==> config.mk <==
export PLATFORM = sky130hd
export DESIGN_NAME = fc_seq_ctrl
export DESIGN_NICKNAME = d
export VERILOG_FILES = /design/src/rtl/fc_seq_ctrl.sv
export SDC_FILE = /design/constraint.sdc
export NUM_CORES = 1
export LEC_CHECK = 0
export BUFFER_PORTS_ARGS = -buffer_cell sky130_fd_sc_hd__buf_2
export CAP_MARGIN = 20
export CORE_MARGIN = 5
export CORE_UTILIZATION = 60
export DETAILED_ROUTE_END_ITERATION = 16
export HOLD_SLACK_MARGIN = 0.02
export PLACE_DENSITY = 0.77
export SYNTH_ARGS = -nofsm -noshare
export SYNTH_HDL_FRONTEND = slang
export SYNTH_SLANG_ARGS = --single-unit
export TNS_END_PERCENT = 20
==> constraint.sdc <==
create_clock -name clk -period 9.05 [get_ports clk]
set_clock_uncertainty 0.15 [all_clocks]
set_input_delay 0.4525 -clock clk [delete_from_list [all_inputs] [get_ports clk]]
set_output_delay 0.4525 -clock clk [all_outputs]
set_load 0.02 [all_outputs]
==> src/rtl/fc_seq_ctrl.sv <==
// Fully-connected layer sequencer: streams operands through a single MAC,
// adds the bias and emits one saturated result per neuron on a valid/ready port.
module fc_seq_ctrl #(
    parameter int N_IN  = 9,
    parameter int N_OUT = 4,
    parameter int DW    = 8,
    parameter int ACCW  = 24,
    parameter int OW    = 16,
    localparam int IAW  = (N_IN > 1) ? $clog2(N_IN) : 1,
    localparam int WAW  = (N_IN * N_OUT > 1) ? $clog2(N_IN * N_OUT) : 1,
    localparam int NAW  = (N_OUT > 1) ? $clog2(N_OUT) : 1
) (
    input  logic           clk,
    input  logic           rst,
    input  logic           i_start,
    output logic           o_busy,
    output logic           o_done,
    output logic [IAW-1:0] o_in_addr,
    input  logic [DW-1:0]  i_in_data,
    output logic [WAW-1:0] o_w_addr,
    input  logic [DW-1:0]  i_w_data,
    output logic [NAW-1:0] o_b_addr,
    input  logic [DW-1:0]  i_b_data,
    output logic           o_out_valid,
    input  logic           i_out_ready,
    output logic [OW-1:0]  o_out_data,
    output logic [NAW-1:0] o_out_idx
);

    localparam int KW = $clog2(N_IN + 1);

    localparam logic [2:0] S_IDLE = 3'd0;
    localparam logic [2:0] S_MAC  = 3'd1;
    localparam logic [2:0] S_BIAS = 3'd2;
    localparam logic [2:0] S_OUT  = 3'd3;
    localparam logic [2:0] S_FIN  = 3'd4;

    localparam logic signed [ACCW-1:0] SAT_MAX = {{(ACCW-OW+1){1'b0}}, {(OW-1){1'b1}}};
    localparam logic signed [ACCW-1:0] SAT_MIN = {{(ACCW-OW+1){1'b1}}, {(OW-1){1'b0}}};

    logic [2:0]             r_state;
    logic [NAW-1:0]         r_n;
    logic [KW-1:0]          r_k;
    logic signed [ACCW-1:0] r_acc;
    logic [IAW-1:0]         r_in_addr;
    logic [WAW-1:0]         r_w_addr;
    logic                   r_out_valid;
    logic [OW-1:0]          r_out_data;

    logic signed [2*DW-1:0] w_a;
    logic signed [2*DW-1:0] w_b;
    logic signed [2*DW-1:0] w_prod;
    logic signed [ACCW-1:0] w_sum;
    logic [OW-1:0]          w_sat;

    always_comb begin
        w_a    = (2*DW)'($signed(i_in_data));
        w_b    = (2*DW)'($signed(i_w_data));
        w_prod = w_a * w_b;
        w_sum  = r_acc + ACCW'($signed(i_b_data));
        w_sat  = w_sum[OW-1:0];
        if (w_sum > SAT_MAX) begin
            w_sat = SAT_MAX[OW-1:0];
        end else if (w_sum < SAT_MIN) begin
            w_sat = SAT_MIN[OW-1:0];
        end
    end

    // r_k counts MAC cycles 0..N_IN; data for address k arrives at cycle k+1.
    always_ff @(posedge clk) begin
        if (rst) begin
            r_state     <= S_IDLE;
            r_n         <= '0;
            r_k         <= '0;
            r_acc       <= '0;
            r_in_addr   <= '0;
            r_w_addr    <= '0;
            r_out_valid <= 1'b0;
            r_out_data  <= '0;
        end else begin
            case (r_state)
                S_IDLE: begin
                    if (i_start) begin
                        r_state   <= S_MAC;
                        r_n       <= '0;
                        r_k       <= '0;
                        r_acc     <= '0;
                        r_in_addr <= '0;
                        r_w_addr  <= '0;
                    end
                end
                S_MAC: begin
                    if (r_k != '0) begin
                        r_acc <= r_acc + ACCW'(w_prod);
                    end
                    if (r_k == KW'(N_IN)) begin
                        r_state <= S_BIAS;
                    end else begin
                        r_k <= r_k + KW'(1);
                    end
                    if (r_k < KW'(N_IN - 1)) begin
                        r_in_addr <= r_in_addr + IAW'(1);
                        r_w_addr  <= r_w_addr + WAW'(1);
                    end
                end
                S_BIAS: begin
                    r_out_data  <= w_sat;
                    r_out_valid <= 1'b1;
                    r_state     <= S_OUT;
                end
                S_OUT: begin
                    if (i_out_ready) begin
                        r_out_valid <= 1'b0;
                        if (r_n == NAW'(N_OUT - 1)) begin
                            r_state <= S_FIN;
                        end else begin
                            // w_addr rests on the row's last word, so +1 starts the next row
                            r_state   <= S_MAC;
                            r_n       <= r_n + NAW'(1);
                            r_k       <= '0;
                            r_acc     <= '0;
                            r_in_addr <= '0;
                            r_w_addr  <= r_w_addr + WAW'(1);
                        end
                    end
                end
                S_FIN: begin
                    r_state <= S_IDLE;
                end
                default: begin
                    r_state <= S_IDLE;
                end
            endcase
        end
    end

    assign o_busy      = (r_state != S_IDLE) && (r_state != S_FIN);
    assign o_done      = (r_state == S_FIN);
    assign o_in_addr   = r_in_addr;
    assign o_w_addr    = r_w_addr;
    assign o_b_addr    = r_n;
    assign o_out_valid = r_out_valid;
    assign o_out_data  = r_out_data;
    assign o_out_idx   = r_n;

endmodule

# ---- Word level (Yosys, flattened, before mapping)
# Cells that the tools add are included.
dict set report totals {
  reg_bits 60
  in_bits 28
  out_inout_bits 33
  elab_cells 75
}
dict set report classes {
  n_addsub 6
  multipliers 1
  order_cmp 3
  eq_ne 14
  mux 30
  reduce_logical 13
}
# op count
set op_table {}
lappend op_table {{24-bit 2-to-1 mux} 4}
lappend op_table {{24-bit one-hot mux with 3 select lines} 1}
lappend op_table {{16-bit 2-to-1 mux} 2}
lappend op_table {{24-bit by 16-bit adder with 24-bit output} 1}
lappend op_table {{24-bit by 8-bit adder with 24-bit output} 1}
lappend op_table {{24-bit by 16-bit > comparator with 1-bit output (second input constant)} 1}
lappend op_table {{24-bit by 16-bit < comparator with 1-bit output (second input constant)} 1}
lappend op_table {{6-bit 2-to-1 mux} 4}
lappend op_table {{4-bit one-hot mux with 3 select lines} 2}
lappend op_table {{4-bit 2-to-1 mux} 5}
lappend op_table {{6-bit one-hot mux with 3 select lines} 1}
lappend op_table {{8-bit by 8-bit multiplier with 16-bit output} 1}
lappend op_table {{5-bit AND reduction} 3}
lappend op_table {{2-bit != test (second input constant)} 7}
lappend op_table {{3-bit 2-to-1 mux} 4}
lappend op_table {{3-bit one-hot mux with 4 select lines} 1}
lappend op_table {{4-bit by 1-bit adder with 4-bit output (second input constant)} 2}
lappend op_table {{6-bit by 1-bit adder with 6-bit output (second input constant)} 1}
lappend op_table {{3-bit by 2-bit equality test with 1-bit output (second input constant)} 2}
lappend op_table {{2-bit 2-to-1 mux} 3}
lappend op_table {{3-bit nonzero test} 2}
lappend op_table {{4-bit equality test (second input constant)} 1}
lappend op_table {{4-bit < comparator (second input constant)} 1}
lappend op_table {{2-bit one-hot mux with 2 select lines} 1}
lappend op_table {{other kinds (14)} 15}

# ---- Longest topological paths before layout
dict set report logic_depth {
  depth_word 4
  depth_mapped 22
}

# ---- Worst setup path before layout
# Ideal clock, no wire load.
dict set report synth_path {
  kind {input-to-reg}
  from {input port i_w_data[1]}
  to {register r_acc[22]}
  arrival_ns 5.507
  setup_slack_ns 3.276
  cell_stages 17
  n_path_buf 1
  path_cell_list {clkbuf_1 > and2_1 > fa_1 > fa_1 > fa_1 > fa_1 > ha_1 > ha_1 > a21o_1 > a21o_1 > o21ai_0 > a21oi_1 > o211ai_1 > o21ai_0 > a31oi_1 > mux2i_1 > nand2_1}
}
dict set report synth_via {
  elab_chain_cells 4
}
# item line_no
set synth_lines {}
lappend synth_lines {{start, declared} 21} ;# input logic [DW-1:0] i_w_data,
lappend synth_lines {{8-bit by 8-bit multiplier with 16-bit output} 59} ;# w_prod = w_a * w_b;
lappend synth_lines {{24-bit by 16-bit adder with 24-bit output} 94} ;# r_acc <= r_acc + ACCW'(w_prod);
lappend synth_lines {{24-bit 2-to-1 mux} 93} ;# if (r_k != '0) begin
lappend synth_lines {{24-bit one-hot mux with 3 select lines} 81} ;# case (r_state)
lappend synth_lines {{end signal, assigned} 94}
lappend synth_lines {{end, declared} 44} ;# logic signed [ACCW-1:0] r_acc;
# Every way passes these cells. The select of a mux whose other input is x is not followed.
# A chain may end at the register's enable or synchronous reset.

# ---- Worst setup path after layout
dict set report layout_path {
  from {input port i_w_data[0]}
  to {register r_acc[22]}
}
# Same word-level chain as after synthesis.

==> metrics.txt <==
leakage=4.21 nW; top cells by count, synth=inv_1 (109), fa_1 (105), ha_1 (83), nor2_1 (76), nand2_1 (67); Worst Setup SP=i_w_data[0]; largest area contributor in the netlist=fa_1; DR WL/cell=15.5 µm; pin count of the biggest net entering global routing=53; Setup WS pre-CTS=2.68 ns; worst reg2reg setup slack=3.69 ns; Hold WS=0.228 ns; TritonCTS sink count=60; Antenna Diode Count=0; Clock Path Buffers=2; CTS resizes=0; CTS tree=done; r2r startpoint=r_acc[6]; reg2reg path depth=19; nets=1,160; first drt pass iteration count=5; main flop type after synthesis=dfxtp_1; initial drt markers=397; final instance area=8860 µm²; Core Region=13,200 µm²; critical path's largest stage delay=0.74 ns; final setup fails=0; CTS Root Buffer Type=clkbuf_16; kind of critical path=in -> reg; number of buffers created by CTS=9; post-synthesis cell type count=70; Final WS setup=2.98 ns; worst hold start=i_out_ready; H-tree levels=3; area delta synth->final=9.67%; DP HPWL=13,900 µm; Mapped Avg Cell Area=9.02 µm²; r2r endpoint=r_acc[22]; synth warn=0; asr flop ratio synth=0%; vias post-DR=6,436; Max Cap Violations=0; I/O pins=61; highest layer used for signal routing=met4; crit path time final=6.07 ns; period utilization=67.1%; WL met2=8690 µm; Fin Setup TNS=0 ns; total grt overflow=0; Post-Route M1 WL=7810 µm; crit path launch type=primary input; number of setup buffers added after CTS=0; Seq/Total Area, Yosys=14.9%; Fin. Hold Viols=0; share of cells above drive strength 1=13.2%; width of the die=126 µm; Synthesized Nets=1,111; Post-Syn Instances=895; Hold EP=r_state[2]; worst relative slew slack=27.8%; HP Class=in -> reg; total wire length=17,400 µm; crit-path max FO=17; vias per cell=5.72; Worst IR Drop VDD=253 µV; most frequent cell after synthesis=inv_1; Synth Cell Area=8080 µm²; Routed Antenna Nets=0; EDFF count, synth=0; Hold Path Depth=3; RSZ-0062 raised after global routing=no; area post-placement=8460 µm²; initial antenna violation count=0; overall routing resource usage=22.5%; Residual DRC=0; Max Fclk=165 MHz; CP endpoint kind=register; vias in the first global route=6,375; CP dominant cell by count=fa_1; Chip Height=126 µm; CP Cell Sequence=buf_2 > and2_1 > inv_1 > fa_1 > inv_1 > fa_1 > fa_1 > fa_1 > fa_1 > ha_1 > o21a_1 > o31a_1 > o21ai_0 > a21oi_1 > o211ai_1 > o21ai_0 > a31oi_1 > mux2i_1 > nand2_1; die area=15,900 µm²; first-pass GRT wire length=29,900 µm; CP Data Required Time=9.13 ns; GPL Wtd Cong=0.863; status=finished clean; Port-buffer cells=60; Max Slew Vio Count=0; Rows=42; Cell Pwr Density=302 nW/µm²; Slowest-stage cell, CP=and2_1; post-synth top area share=26.0%; worst-margin pin slew=1.08 ns; Starting Density=61.0%; worst skew pair latency=0.33 ns; top post-synthesis cells by area=fa_1 (26%), dfxtp_1 (15%), ha_1 (13%), inv_1 (5.1%), nor2_1 (3.5%); WP data arrival=6.15 ns; cts hold-fix bufs=0; WL met3=623 µm; Worst-path clk slew=0.06 ns; FF+latch count, synth=60
worst max-delay path: cells and delay by family:
kind                     cells  cell delay, ns
adder cells (fa/ha/maj)      6            2.85
AO/OA/AOI/OAI                7            1.47
AND/OR/NAND/NOR              2            0.80
buffers and inverters        3            0.37
multiplexers                 1            0.20
cells in the final DEF, fill, tap and decap left out, drive strengths merged, types with 10 or more instances in the layout:
cell	Yosys	routed
inv	109	110
fa	105	105
ha	83	83
nor2	76	76
nand2	76	76
buf	8	64
dfxtp	60	60
a21oi	46	46
and2	36	36
o21ai	30	30
xnor2	28	28
a211oi	25	25
nor3	17	17
xor2	16	16
a22oi	15	15
nand4	15	15
a21o	14	14
nand3	10	10
final cells by class:
type / count / area (µm²)
Clock buffer: 9 / 225
Clock inverter: 7 / 146
Fill cell: 1124 / 4390
Inverter: 110 / 413
Multi-Input combinational cell: 699 / 6300
Sequential cell: 60 / 1200
Tap cell: 176 / 220
Timing Repair Buffer: 64 / 350
cells by family after synthesis:
group	count (synthesis)	share of synthesized area [%]
multiplexers	7	0.868
flip-flops	60	14.9
buffers and inverters	136	7.16
XOR/XNOR	44	4.77
AO/OA/AOI/OAI	178	15.7
AND/OR/NAND/NOR	282	17.7
adder cells (fa/ha/maj)	188	38.9
state kept, by name, summed over array words and instances (netlist names):
| name | count |
|---|---|
| o_b_addr | 2 |
| o_in_addr | 4 |
| o_out_data | 16 |
| o_out_valid | 1 |
| o_w_addr | 6 |
| r_acc | 24 |
| r_k | 4 |
| r_state | 3 |
power by group:
part | total, W | switching (W) | internal (W) | leakage, nW
Sequential | 0.000312 | 0.0000269 | 0.000285 | 0.486
Combinational | 0.00193 | 0.00106 | 0.000869 | 3.54
Clock | 0.000429 | 0.000131 | 0.000299 | 0.180
Total | 0.00267 | 0.00122 | 0.00145 | 4.21
routing by layer:
metal	vias up	GRT usage, %
met5	-	0
met4	0	4.61
met3	28	3.30
met2	123	38.3
met1	3152	30.7
li1	3133	-
worst max path at each step:
stage / endpoint / slack, ns / cells past startpoint
floorplan: r_acc[22] / 3.28 / 17
global placement: r_acc[22] / 2.78 / 19
detailed placement: r_acc[22] / 2.68 / 19
CTS: r_acc[22] / 2.99 / 19
global route: r_acc[22] / 2.65 / 19
finish: r_acc[22] / 2.98 / 19
stage by stage:
stage,util [%],std cells,total power [W]
final,66.9,1125,0.00267
after global routing,66.9,1125,0.00296
after CTS,66.7,1124,0.00268
after detailed placement,63.9,1108,0.00223
after global placement,63.9,1108,0.00220
after floorplan,-,895,0.00187
Power figures use the tool's default switching activity.
